$ cat config.mk
export PLATFORM = sky130hd
export DESIGN_NAME = alu_piso_tx_flat
export DESIGN_NICKNAME = d
export VERILOG_FILES = /design/src/rtl/alu_piso_tx_if.sv /design/src/rtl/alu_piso_tx.sv /design/src/flat_wrapper.sv
export SDC_FILE = /design/constraint.sdc
export NUM_CORES = 1
export LEC_CHECK = 0
export ABC_CLOCK_PERIOD_IN_PS = 2160
export CAP_MARGIN = 20
export CORE_AREA = 2 2 43 45
export DETAILED_ROUTE_END_ITERATION = 8
export DIE_AREA = 0 0 45 47
export PLACE_DENSITY = 0.76
export REMOVE_ABC_BUFFERS = 1
export SLEW_MARGIN = 15
export SYNTH_ARGS = -nofsm -noshare
export SYNTH_HDL_FRONTEND = slang
export SYNTH_SLANG_ARGS = --single-unit
$ cat constraint.sdc
create_clock -name clk -period 2.16 [get_ports clk]
set_input_delay 0.54 -clock clk [delete_from_list [all_inputs] [get_ports clk]]
set_output_delay 0.54 -clock clk [all_outputs]
set_load 0.02 [all_outputs]
$ cat src/rtl/alu_piso_tx_if.sv
// alu_piso_tx_if: load handshake plus serial output bundle for alu_piso_tx.
// Members: load_data/load_valid (producer -> tx), load_ready, sout, sout_valid,
// busy, done, bit_cnt (tx -> consumer/producer). master = producer side, slave = tx.
interface alu_piso_tx_if #(parameter int WIDTH = 8);
    localparam int CW = $clog2(WIDTH + 1);
    logic [WIDTH-1:0] load_data;
    logic             load_valid;
    logic             load_ready;
    logic             sout;
    logic             sout_valid;
    logic             busy;
    logic             done;
    logic [CW-1:0]    bit_cnt;
    modport master (output load_data, load_valid,
                    input  load_ready, sout, sout_valid, busy, done, bit_cnt);
    modport slave  (input  load_data, load_valid,
                    output load_ready, sout, sout_valid, busy, done, bit_cnt);
endinterface

$ cat src/rtl/alu_piso_tx.sv
// alu_piso_tx: parallel-in/serial-out word transmitter with valid/ready load and done pulse.
// Ports: clk (rising edge), reset (async, active-low), bus (alu_piso_tx_if.slave:
// load_data/load_valid/load_ready handshake, sout/sout_valid serial stream,
// busy, done, bit_cnt). Optional trailing even-parity bit: define ALU_PISO_PARITY_EN.
module alu_piso_tx #(
    parameter int WIDTH     = 8,
    parameter bit LSB_FIRST = 1'b1
) (
    input logic          clk,
    input logic          reset,
    alu_piso_tx_if.slave bus
);
    localparam int CW = $clog2(WIDTH + 1);
    typedef enum logic [1:0] {
        IDLE,
        SHIFT,
`ifdef ALU_PISO_PARITY_EN
        PAR,
`endif
        DONE
    } state_t;
    state_t           r_state, w_state_nxt;
    logic [WIDTH-1:0] r_shift, w_shift_nxt;
    logic [CW-1:0]    r_cnt, w_cnt_nxt;
    logic             w_head;
    logic             w_last;
    assign w_head = LSB_FIRST ? r_shift[0] : r_shift[WIDTH-1];
    assign w_last = r_cnt == CW'(WIDTH - 1);
`ifdef ALU_PISO_PARITY_EN
    // parity is taken from the captured word, since the register zero-fills while shifting
    logic r_par;
    always_ff @(posedge clk or negedge reset)
        if (!reset)
            r_par <= 1'b0;
        else if (r_state == IDLE && bus.load_valid)
            r_par <= ^bus.load_data;
    assign bus.sout_valid = r_state == SHIFT || r_state == PAR;
    assign bus.sout       = r_state == SHIFT ? w_head : r_state == PAR && r_par;
`else
    assign bus.sout_valid = r_state == SHIFT;
    assign bus.sout       = r_state == SHIFT && w_head;
`endif
    assign bus.load_ready = r_state == IDLE;
    assign bus.busy       = r_state != IDLE;
    assign bus.done       = r_state == DONE;
    assign bus.bit_cnt    = r_cnt;
    always_ff @(posedge clk or negedge reset)
        if (!reset) begin
            r_state <= IDLE;
            r_shift <= '0;
            r_cnt   <= '0;
        end else begin
            r_state <= w_state_nxt;
            r_shift <= w_shift_nxt;
            r_cnt   <= w_cnt_nxt;
        end
    always_comb begin
        w_state_nxt = r_state;
        w_shift_nxt = r_shift;
        w_cnt_nxt   = r_cnt;
        case (r_state)
            IDLE:
                if (bus.load_valid) begin
                    w_state_nxt = SHIFT;
                    w_shift_nxt = bus.load_data;
                    w_cnt_nxt   = '0;
                end
            SHIFT: begin
                w_shift_nxt = LSB_FIRST ? r_shift >> 1 : r_shift << 1;
                w_cnt_nxt   = r_cnt + 1'b1;
`ifdef ALU_PISO_PARITY_EN
                if (w_last) w_state_nxt = PAR;
`else
                if (w_last) w_state_nxt = DONE;
`endif
            end
`ifdef ALU_PISO_PARITY_EN
            PAR: w_state_nxt = DONE;
`endif
            DONE: begin
                w_state_nxt = IDLE;
                w_cnt_nxt   = '0;
            end
            default: w_state_nxt = IDLE;
        endcase
    end
endmodule

$ cat src/flat_wrapper.sv
// flat-port wrapper written by rule: the top's interface ports become plain ports
module alu_piso_tx_flat 
#(
    parameter int WIDTH     = 8,
    parameter bit LSB_FIRST = 1'b1
)
  (clk, reset, bus_load_data, bus_load_valid, bus_load_ready, bus_sout, bus_sout_valid, bus_busy, bus_done, bus_bit_cnt);
  alu_piso_tx_if #(.WIDTH(WIDTH)) bus_i ();
  input logic clk;
  input logic reset;
  input wire logic [$bits(bus_i.load_data)-1:0] bus_load_data;
  input wire logic [$bits(bus_i.load_valid)-1:0] bus_load_valid;
  output wire logic [$bits(bus_i.load_ready)-1:0] bus_load_ready;
  output wire logic [$bits(bus_i.sout)-1:0] bus_sout;
  output wire logic [$bits(bus_i.sout_valid)-1:0] bus_sout_valid;
  output wire logic [$bits(bus_i.busy)-1:0] bus_busy;
  output wire logic [$bits(bus_i.done)-1:0] bus_done;
  output wire logic [$bits(bus_i.bit_cnt)-1:0] bus_bit_cnt;
  assign bus_i.load_data = bus_load_data;
  assign bus_i.load_valid = bus_load_valid;
  assign bus_load_ready = bus_i.load_ready;
  assign bus_sout = bus_i.sout;
  assign bus_sout_valid = bus_i.sout_valid;
  assign bus_busy = bus_i.busy;
  assign bus_done = bus_i.done;
  assign bus_bit_cnt = bus_i.bit_cnt;
  alu_piso_tx #(.WIDTH(WIDTH), .LSB_FIRST(LSB_FIRST)) u_core (.clk(clk), .reset(reset), .bus(bus_i));
endmodule
After elaboration in Yosys (flattened, before gate mapping) --
Index checks and enable logic that the tools add are counted.
Operators by class: $add $sub $neg 1, equality and inequality tests 5, muxes and demuxes 7, reduce and logical (&&, ||, !) cells 8
Operator list (count):
- one-hot mux 8 bit (2 select lines) | 1
- one-hot mux 4 bit (3 select lines) | 1
- two-way mux 8 bit | 1
- AND reduction 2 bit | 3
- adder 4 x 1 -> 4 bit, second input constant | 1
- equality test 4 x 3 -> 1 bit, second input constant | 1
- two-way mux 2 bit | 2
- two-way mux 4 bit | 1
- one-hot mux 2 bit (2 select lines) | 1
- nonzero test 2 bit | 2
- nonzero test 3 bit | 1
- equality test 2 x 1 -> 1 bit, second input constant | 1
- equality test 2 bit, second input constant | 1
- logical NOT 2 bit | 1
- != test 2 x 1 -> 1 bit, second input constant | 1
- != test 2 bit, second input constant | 1
- logical AND 1 bit | 1
Word-level totals: flip-flop bits (word level) 14, input port bits 11, output and inout bits 9, word-level logic and storage cells 24

Depth between registers and ports, before layout --
Gate-level depths: netlist of the first run.
depth in word-level cells 3, depth in mapped cells 5, mapped depth without buffers 4

Worst setup path after synthesis of the first run --
OpenSTA, ideal clock, no wires.
path kind register to output, from reg u_core.r_state[1], to out bus_sout, arrival time 1119 ps, required time 1620 ps, slack 501 ps, cell stages (with the launch flop) 4, path buffers 1, path through dfrtp_1 buf_4 and2b_1 and2_1
Between the ends: cells in the longest elaborated chain, start to end 2
Ends and longest elaborated chain:
- from (decl) | RTL line alu_piso_tx.sv:22 | state_t r_state, w_state_nxt;
- from (signal assigned) | RTL line alu_piso_tx.sv:53 | r_state <= w_state_nxt;
- equality test 2 x 1 -> 1 bit
- named net bus_sout_valid | RTL line flat_wrapper.sv:15 | output wire logic [$bits(bus_i.sout_valid)-1:0] bus_sout_valid;
- logical AND 1 bit | RTL line alu_piso_tx.sv:41 | assign bus.sout = r_state == SHIFT && w_head;
- to (decl) | RTL line flat_wrapper.sv:14 | output wire logic [$bits(bus_i.sout)-1:0] bus_sout;
The timed path passes the listed nets, and every way through them passes these cells.

Worst setup path after layout of the first run --
from reg u_core.r_state[1], to out bus_sout_valid
Between the ends: cells in the longest elaborated chain, start to end 1
Ends and longest elaborated chain:
- equality test 2 x 1 -> 1 bit | RTL line alu_piso_tx.sv:40 | assign bus.sout_valid = r_state == SHIFT;
- to (decl) | RTL line flat_wrapper.sv:15
Every way passes these cells.

==> impl_metrics.ini, run 1 <==
[outcome]
status = complete, no violations

[yosys]
synth.yosys.warnings = 0
syn_area_per_cell_um2 = 10.27
synth.distinct_cells = 33
synth_seq_cells = 14
synth_cells = 73
netlist_area_um2 = 749.5
synth_seq_area_share = 0.4674

[setup_path]
required_ps = 1620
crit_fanout = 5
crit_type = flop to output pin
critPathLaunchType = flop
end_kind = output pin
cp.arrival_ps = 1550

[die]
num_rows = 15
die_h_um = 47
core_mm2 = 0.001652
die_w_um = 45
die_area_mm2 = 0.002115
initial_utilization = 0.4538
io_pins = 20

[power]
p_sw_mw = 0.5334
power_frac_clock = 0.111
p_seq_frac = 0.356
peakVddDrop_v = 0.0007355
p_int_mw = 0.7642
power_density_mw_per_mm2 = 1326
swShare = 0.4111
leakagePower_nw = 0.4315
p_comb_frac = 0.533

[final_layout]
finalCoreUtilization = 0.5924
multi_input_area_um2 = 356.6
final_cell_mix = clkdlybuf4s50_1 (15), dfrtp_1 (13), a22oi_1 (7), nand2_1 (6), o21ai_0 (6)
drive_gt1_frac = 0.1596
seqCellArea_um2 = 351.6
fillCellCount = 156
syn_to_final_growth_pct = 30.55
final_common_cell = clkdlybuf4s50_1
final_nets = 108
n_antenna_cell = 0
post-route-cell-area_um2 = 978.4

[clock_network]
cts-root-buf = clkbuf_4
cts.path.max_buffers = 2
tritoncts = done
cts_hold_buf = 0
numCtsBuffers = 3
clk_latency_ps = 270
clk_pin_slew_ps = 80
cts_num_sinks = 14
cts_setup_buffers = 0
htreeDepth = 1

[detailed_routing]
ant_nets = 0
drtIter0Drc = 10
avgRoutedWirePerCell_um = 15.22
wirelength_mm = 1.689
drtPass1Iterations = 4
avgViaCountPerCell = 5.631
route.vias.total = 625
drc_errors = 0

[timing]
rsz0062_at_grt = false
min_period_ps = 2087
maxSlewHeadroom = 0.5477
finalHoldViolations = 0
slew_viol_final = 0
setup_violations = 0
worst_slew_pin_slew_ps = 676.3
finalCritPeriodShare = 0.9663
max_freq_ghz = 0.4791
final.setup_skew_ps = 2.420
setup_tns_ps = 0

[grt]
grt_use_met1 = 0.2530
grt_max_degree = 19
grt_overflow = 0
groute.layer.met3.usage = 0.03462
grt_pass1_wl_mm = 2.801
antenna_found_initial = 0
grt_usage = 0.1816
met2_usage = 0.2800
busiest_layer = met2
grt_pass1_vias = 648

[placed_design]
place.gp.congestion = 0.7478
io_buffer_count = 19
dpl.hpwl_mm = 1.208
dpl_cell_area_um2 = 952.2

[run]
drv_cap = 0

[worst_hold_path]
hp-class = flop to flop
[path summary, 6_finish.rpt]
| path | start | to | slack (ps) | cells past startpoint |
|---|---|---|---|---|
| worst min-delay path | u_core.r_shift[4] | u_core.r_shift[4] | 500 | 2 |
| max in group asynchronous | reset | u_core.r_state[0] | 1010 | 1 |
| worst min register to register | u_core.r_shift[4] | u_core.r_shift[4] | 500 | 2 |
| min in group asynchronous | reset | u_core.bus.bit_cnt[2] | 670 | 1 |
| worst max-delay path | u_core.r_state[1] | bus_sout_valid | 70 | 2 |
| worst max register to register | u_core.r_state[0] | u_core.r_shift[5] | 860 | 4 |
[power by group through the flow]
stage	Sequential (mW)	Combinational (mW)	Clock [mW]
global route	0.481	0.754	0.158
CTS	0.463	0.701	0.149
detailed placement	0.465	0.704	0
finish	0.462	0.691	0.144
floorplan	0.531	0.340	0
global placement	0.461	0.691	0
[synthesized netlist by cell type]
cell | count | area, µm²
a21oi_1 | 3 | 15.01
a22o_1 | 1 | 8.760
a22oi_1 | 7 | 52.55
a31oi_1 | 2 | 12.51
and2_1 | 1 | 6.260
and2b_1 | 1 | 7.510
and2b_2 | 4 | 35.03
and3_1 | 1 | 6.260
buf_2 | 1 | 5.000
buf_4 | 2 | 15.01
buf_6 | 1 | 11.26
dfrtp_1 | 14 | 350.3
ha_1 | 1 | 12.51
inv_1 | 2 | 7.510
inv_2 | 1 | 3.750
mux2i_1 | 1 | 10.01
nand2_1 | 6 | 22.52
nand3_1 | 1 | 5.000
nor2_1 | 1 | 3.750
nor2_4 | 1 | 11.26
nor2b_1 | 3 | 18.77
nor2b_4 | 1 | 13.76
nor3b_1 | 1 | 7.510
o211ai_1 | 1 | 7.510
o21ai_0 | 6 | 30.03
o21ai_1 | 2 | 10.01
o21ai_2 | 1 | 8.760
o21bai_1 | 1 | 7.510
o2bb2ai_1 | 1 | 8.760
o31a_1 | 1 | 8.760
o32ai_1 | 1 | 8.760
or3b_1 | 1 | 8.760
xnor2_1 | 1 | 8.760
[logic make-up (layout without fill, tap and decap cells)]
family,count (synthesis),count (layout),synth area share
AOI/OAI and AO/OA,27,27,0.2387
xor gates and xnor gates,1,1,0.01169
adders and majority gates,1,1,0.01669
buffers and inverters,7,28,0.05675
DFF,14,14,0.4675
muxes,1,1,0.01336
and+or+nand+nor,22,22,0.1953
[repair_timing]
item | 4_1_cts | 5_1_grt
endpoints found under the hold margin | 0 | 0
gates resized for setup | 3 | 2
endpoints found under the setup margin | 2 | 2
[layout make-up]
cell class | count | share of cell area
clock buffers | 3 | 0.02302
repair buffers | 22 | 0.2199
well taps | 17 | 0.02174
inverters | 3 | 0.01151
flip-flops and latches | 14 | 0.3593
multi-input cells | 52 | 0.3645
[worst max-delay path, stage by stage (launching register included)]
cell and delay (ps):
dfrtp_1 380, and2b_1 270, clkdlybuf4s50_1 620
[sequential cells by signal, indices dropped and copies added (netlist names)]
name,cells
u_core.r_state,2
u_core.r_shift,8
u_core.bus.bit_cnt,4
[routing by layer]
metal	vias up	wire (µm)
li1	305	-
met1	295	818
met2	23	781
met3	2	81
met4	0	8
met5	-	0
[through the flow]
stage	setup slack, ps	hold slack [ps]	power [mW]	instances
after floorplan	320.5	244.4	0.8716	69
after global placement	257.2	463.3	1.152	108
after detailed placement	212.8	480.4	1.169	108
after CTS	21.77	498.3	1.313	111
after global routing	10.03	515.4	1.393	111
final	72.80	495.3	1.298	111
No activity file was read; power rests on OpenSTA's default activity.
==> run 2, diff against run 1 <==
- ABC_CLOCK_PERIOD_IN_PS: 2160 -> 1900
- CORE_AREA: 2 2 43 45 -> 2 2 46 48
- DIE_AREA: 0 0 45 47 -> 0 0 48 50
- PLACE_DENSITY: 0.76 -> 0.7
- clock period: 2.16 -> 1.9 ns (I/O delays scaled with it)
==> run 2 against run 1 <==
  * Design area rose by 4.7%
  * Utilization fell by 5.4 points
  * Flip-flop and latch count did not move
  * Critical path depth fell by 1
  * Clock skew rose by 0.87 ps
  * First-iteration DRC count fell by 60%
  * Setup slack got worse by 6.3 ps
  * Clock power rose by 53%
  * Cell count rose by 14%
  * Critical path type unchanged
==> impl_metrics.ini, run 2 (same netlist as run 1, synthesis figures left out) <==
[detailed_routing]
avgRoutedWirePerCell_um = 12.79
avgViaCountPerCell = 5.238
ant_nets = 0
drtIter0Drc = 4
wirelength_mm = 1.611
drc_errors = 0
route.vias.total = 660
drtPass1Iterations = 4

[timing]
worst_slack_ps = 66.50
setup_tns_ps = 0
worst_slew_pin_slew_ps = 428.2
max_freq_ghz = 0.5454
rsz0062_at_grt = false
min_period_ps = 1834
finalHoldViolations = 0
finalCritPeriodShare = 0.9650
holdWs_ps = 484.5
slew_viol_final = 0
final.setup_skew_ps = 3.294
setup_violations = 0
maxSlewHeadroom = 0.7140

[final_layout]
largest_reg_flops = 8
syn_to_final_growth_pct = 36.73
stdcell_count = 126
final_nets = 112
n_antenna_cell = 0
fillCellCount = 176
drive_gt1_frac = 0.1919
post-route-cell-area_mm2 = 0.001025
top_register = u_core.r_shift
final_cell_mix = clkdlybuf4s50_1 (14), dfrtp_1 (14), a22oi_1 (7), buf_4 (7)
finalCoreUtilization = 0.5388

[power]
p_sw_mw = 0.6205
fin_total_pwr_mw = 1.547
peakVddDrop_v = 0.0008590
swShare = 0.4013
leakagePower_nw = 0.4417
p_int_mw = 0.9260
p_comb_frac = 0.527
p_seq_frac = 0.331
power_frac_clock = 0.142
power_density_mw_per_mm2 = 1509

[die]
core_mm2 = 0.001902
die_w_um = 48
die_area_mm2 = 0.002400
initial_utilization = 0.3941
die_h_um = 50
io_pins = 20
num_rows = 16

[clock_network]
tritoncts = done
ctsResizeCount = 5
numCtsBuffers = 3
clk_latency_ps = 290
clk_pin_slew_ps = 90
cts.path.max_buffers = 2
cts-root-buf = clkbuf_4
htreeDepth = 1
cts_num_sinks = 14
cts_hold_buf = 0
cts_setup_buffers = 0

[run]
drv_cap = 0

[setup_path]
required_ps = 1420
crit_type = flop to output pin
critPathTopFamily = buffers and inverters
crit_chain = clkdlybuf4s50_1
cp.arrival_ps = 1360
end_kind = output pin
path_buf_inv = 1
crit_fanout = 6
cpPeakStageDelay_ps = 640
critPathLaunchType = flop
crit_slowest_cell = clkdlybuf4s50_1

[placed_design]
dp_cells = 122
post-place-ws_ps = 140.4
dpl_cell_area_um2 = 994.7
place.gp.congestion = 0.7035
dpl.hpwl_mm = 1.196
io_buffer_count = 19

[grt]
grt_overflow = 0
grt_pass1_wl_mm = 2.573
grt_max_degree = 15
grt_pass1_vias = 596
grt_usage = 0.1525
antenna_found_initial = 0

[worst_hold_path]
hp-class = input pin to asynchronous set/reset pin

[outcome]
status = complete, no violations
[run 2: changes by cell type in the layout (fill, tap and decap cells not counted), sizes merged]
cell           previous run  this run
buf                       3         7
dlygate4sd2               2         5
dlymetal6s2s              2         0
clkbuf                    3         4
clkdlybuf4s50            15        14
[run 2: worst paths after layout]
path,from,end,slack [ps],cells past startpoint
min in group clk,u_core.r_shift[4],u_core.r_shift[4],490,2
setup / recovery,u_core.bus.bit_cnt[2],bus_bit_cnt[2],70,1
setup reg to reg,u_core.r_state[0],u_core.bus.bit_cnt[3],500,5
max in group asynchronous,reset,u_core.r_shift[5],1240,2
hold / removal,reset,u_core.r_shift[7],480,2
hold reg to reg,u_core.r_shift[4],u_core.r_shift[4],490,2
[run 2: final cells by class]
type / instances / area (µm²) / share of cell area
Inverter: 3 / 11.26 / 0.01099
Timing Repair Buffer: 26 / 236.5 / 0.2308
Tap cell: 27 / 33.78 / 0.03297
Sequential cell: 14 / 350.3 / 0.3419
Clock buffer: 4 / 36.28 / 0.03541
Multi-Input combinational cell: 52 / 356.6 / 0.3480
[run 2: power groups by stage]
stage / registers (mW) / clock network [mW] / logic [mW]
floorplan: 0.604 / 0 / 0.387
global placement: 0.514 / 0 / 0.837
detailed placement: 0.517 / 0 / 0.856
CTS: 0.512 / 0.230 / 0.823
global route: 0.531 / 0.232 / 0.890
finish: 0.511 / 0.220 / 0.815
[run 2: layer usage]
layer | wire length [µm] | part of all wire | vias up | global-route usage
met1 | 778 | 0.48 | 325 | 0.2018
met3 | 26 | 0.016 | 5 | 0.01099
met4 | 55 | 0.034 | 0 | 0.1081
met2 | 750 | 0.47 | 14 | 0.2244
met5 | 0 | 0 | - | 0
li1 | - | - | 316 | -
==> run 3, diff against run 2 <==
--- a/config.mk
+++ b/config.mk
@@ -13,4 +13,5 @@
 export PLACE_DENSITY = 0.7
 export REMOVE_ABC_BUFFERS = 1
+export SKIP_CTS_REPAIR_TIMING = 1
 export SLEW_MARGIN = 15
 export SYNTH_ARGS = -nofsm -noshare
==> constraint.sdc (replaced) <==
create_clock -name clk -period 1.9 [get_ports clk]
set_input_delay 0.38 -clock clk [delete_from_list [all_inputs] [get_ports clk]]
set_output_delay 0.38 -clock clk [all_outputs]
set_load 0.02 [all_outputs]
==> run 3 against run 2 <==
  * Total power is 0.43% higher
  * Clock-buffer cell count stayed put
  * Flip-flop and latch count stayed put
  * Combinational power is 1% higher
  * Critical path depth stayed put
  * Clock power is 2% lower
  * Critical path type unchanged
  * Largest power group unchanged
==> impl_metrics.ini, run 3 (same netlist as run 1, synthesis figures left out) <==
[power]
p_int_mw = 0.9330
swShare = 0.3993
power_frac_clock = 0.139
p_seq_frac = 0.330
leakagePower_nw = 0.4827
power_density_mw_per_mm2 = 1499
peakVddDrop_v = 0.0007491
fin_total_pwr_mw = 1.553
p_sw_mw = 0.6201
p_comb_frac = 0.531

[setup_path]
cp.arrival_ps = 1350
crit_fanout = 5
critPathTopFamily = buffers and inverters
endpoint = bus_bit_cnt[0]
worstReg2RegStart = u_core.r_state[0]
rrSetupSlack_ps = 500
ff2ff_path_depth = 5
crit_chain = clkdlybuf4s50_1
path_buf_inv = 1
crit_slowest_cell = clkdlybuf4s50_1
cp-startpoint = u_core.bus.bit_cnt[0]
cpPeakStageDelay_ps = 630
critPathLaunchType = flop
rr_endpoint = u_core.r_shift[4]
end_kind = output pin
cp_num_cells = 1
crit_type = flop to output pin
required_ps = 1520

[final_layout]
seqCellArea_um2 = 350.3
stdcell_count = 125
syn_to_final_growth_pct = 38.23
top_register = u_core.r_shift
fillCellCount = 178
largest_reg_flops = 8
n_antenna_cell = 0
multi_input_area_um2 = 356.6
final_nets = 111
drive_gt1_frac = 0.1837
final_cell_mix = clkdlybuf4s50_1 (14), dfrtp_1 (14), a22oi_1 (7)

[die]
io_pins = 20
num_rows = 16
die_area_mm2 = 0.002400
die_h_um = 50
core_mm2 = 0.001902
initial_utilization = 0.3941
die_w_um = 48

[clock_network]
clk_latency_ps = 280
cts-root-buf = clkbuf_4
numCtsBuffers = 3
cts.path.max_buffers = 2
clk_pin_slew_ps = 90
cts_num_sinks = 14
tritoncts = done
htreeDepth = 1

[timing]
max_freq_ghz = 0.5788
worst_slew_pin_slew_ps = 454.3
worst_slack_ps = 172.2
final.setup_skew_ps = 3.643
maxSlewHeadroom = 0.6965
min_period_ps = 1728
rsz0062_at_grt = false
holdWs_ps = 398.2
finalHoldViolations = 0
slew_viol_final = 0
setup_violations = 0
finalCritPeriodShare = 0.9094

[detailed_routing]
ant_nets = 0
wl_met2_um = 742
drtPass1Iterations = 4
drc_errors = 0
avgRoutedWirePerCell_um = 12.82
route.vias.total = 651
avgViaCountPerCell = 5.208
wirelength_mm = 1.603
wl_met3_um = 75
drtIter0Drc = 19
wl_met1_um = 762
highest_layer = met4

[grt]
grt_pass1_wl_mm = 2.628
grt_pass1_vias = 612
grt_max_degree = 15
grt_overflow = 0
antenna_found_initial = 0
grt_usage = 0.1527

[run]
drv_cap = 0

[placed_design]
place.gp.congestion = 0.7553
dpl.hpwl_mm = 1.188
io_buffer_count = 19
post-place-ws_ps = 158.0
dp_cells = 121

[outcome]
status = complete, no violations

[worst_hold_path]
hp-class = input pin to asynchronous set/reset pin
run 3: cell types whose count changed in the layout (fill, tap and decap cells not counted):
cell / change
buf_4: -1
dlymetal6s2s_1: +5
dlygate4sd2_1: -5
run 3: stage by stage:
step / utilization / TNS [ps] / instance area (µm²)
floorplan: - / 0 / 718.2
global placement: 0.5191 / 0 / 987.2
detailed placement: 0.5191 / 0 / 987.2
CTS: 0.5382 / -330.6 / 1023
global route: 0.5447 / 0 / 1036
finish: 0.5447 / 0 / 1036
run 3: how the worst min path moves through the flow:
| stage | from | to | slack (ps) |
|---|---|---|---|
| floorplan | reset | u_core.bus.bit_cnt[0] | 80 |
| global placement | u_core.r_shift[3] | u_core.r_shift[3] | 460 |
| detailed placement | u_core.r_shift[5] | u_core.r_shift[5] | 470 |
| CTS | reset | u_core.bus.bit_cnt[3] | 400 |
| global route | reset | u_core.bus.bit_cnt[3] | 410 |
| finish | reset | u_core.bus.bit_cnt[3] | 400 |
run 3: power by group through the flow:
stage | sequential, mW | clock (mW) | combinational [mW]
6_report | 0.513 | 0.215 | 0.825
5_1_grt | 0.531 | 0.239 | 0.906
4_1_cts | 0.513 | 0.222 | 0.839
3_5_place_dp | 0.519 | 0 | 0.837
3_3_place_gp | 0.513 | 0 | 0.820
2_1_floorplan | 0.604 | 0 | 0.387
run 3: routing by layer:
| layer | GRT usage | vias to the layer above |
|---|---|---|
| met3 | 0.02564 | 2 |
| met4 | 0.07658 | 0 |
| met1 | 0.2276 | 317 |
| met5 | 0 | - |
| met2 | 0.2067 | 17 |
| li1 | - | 315 |
run 3: cell type report:
class,instances,area share
multi-input cells,52,0.3442
flip-flops and latches,14,0.3382
repair buffers,25,0.2391
clock buffers,4,0.03502
well taps,27,0.03261
inverters,3,0.01087
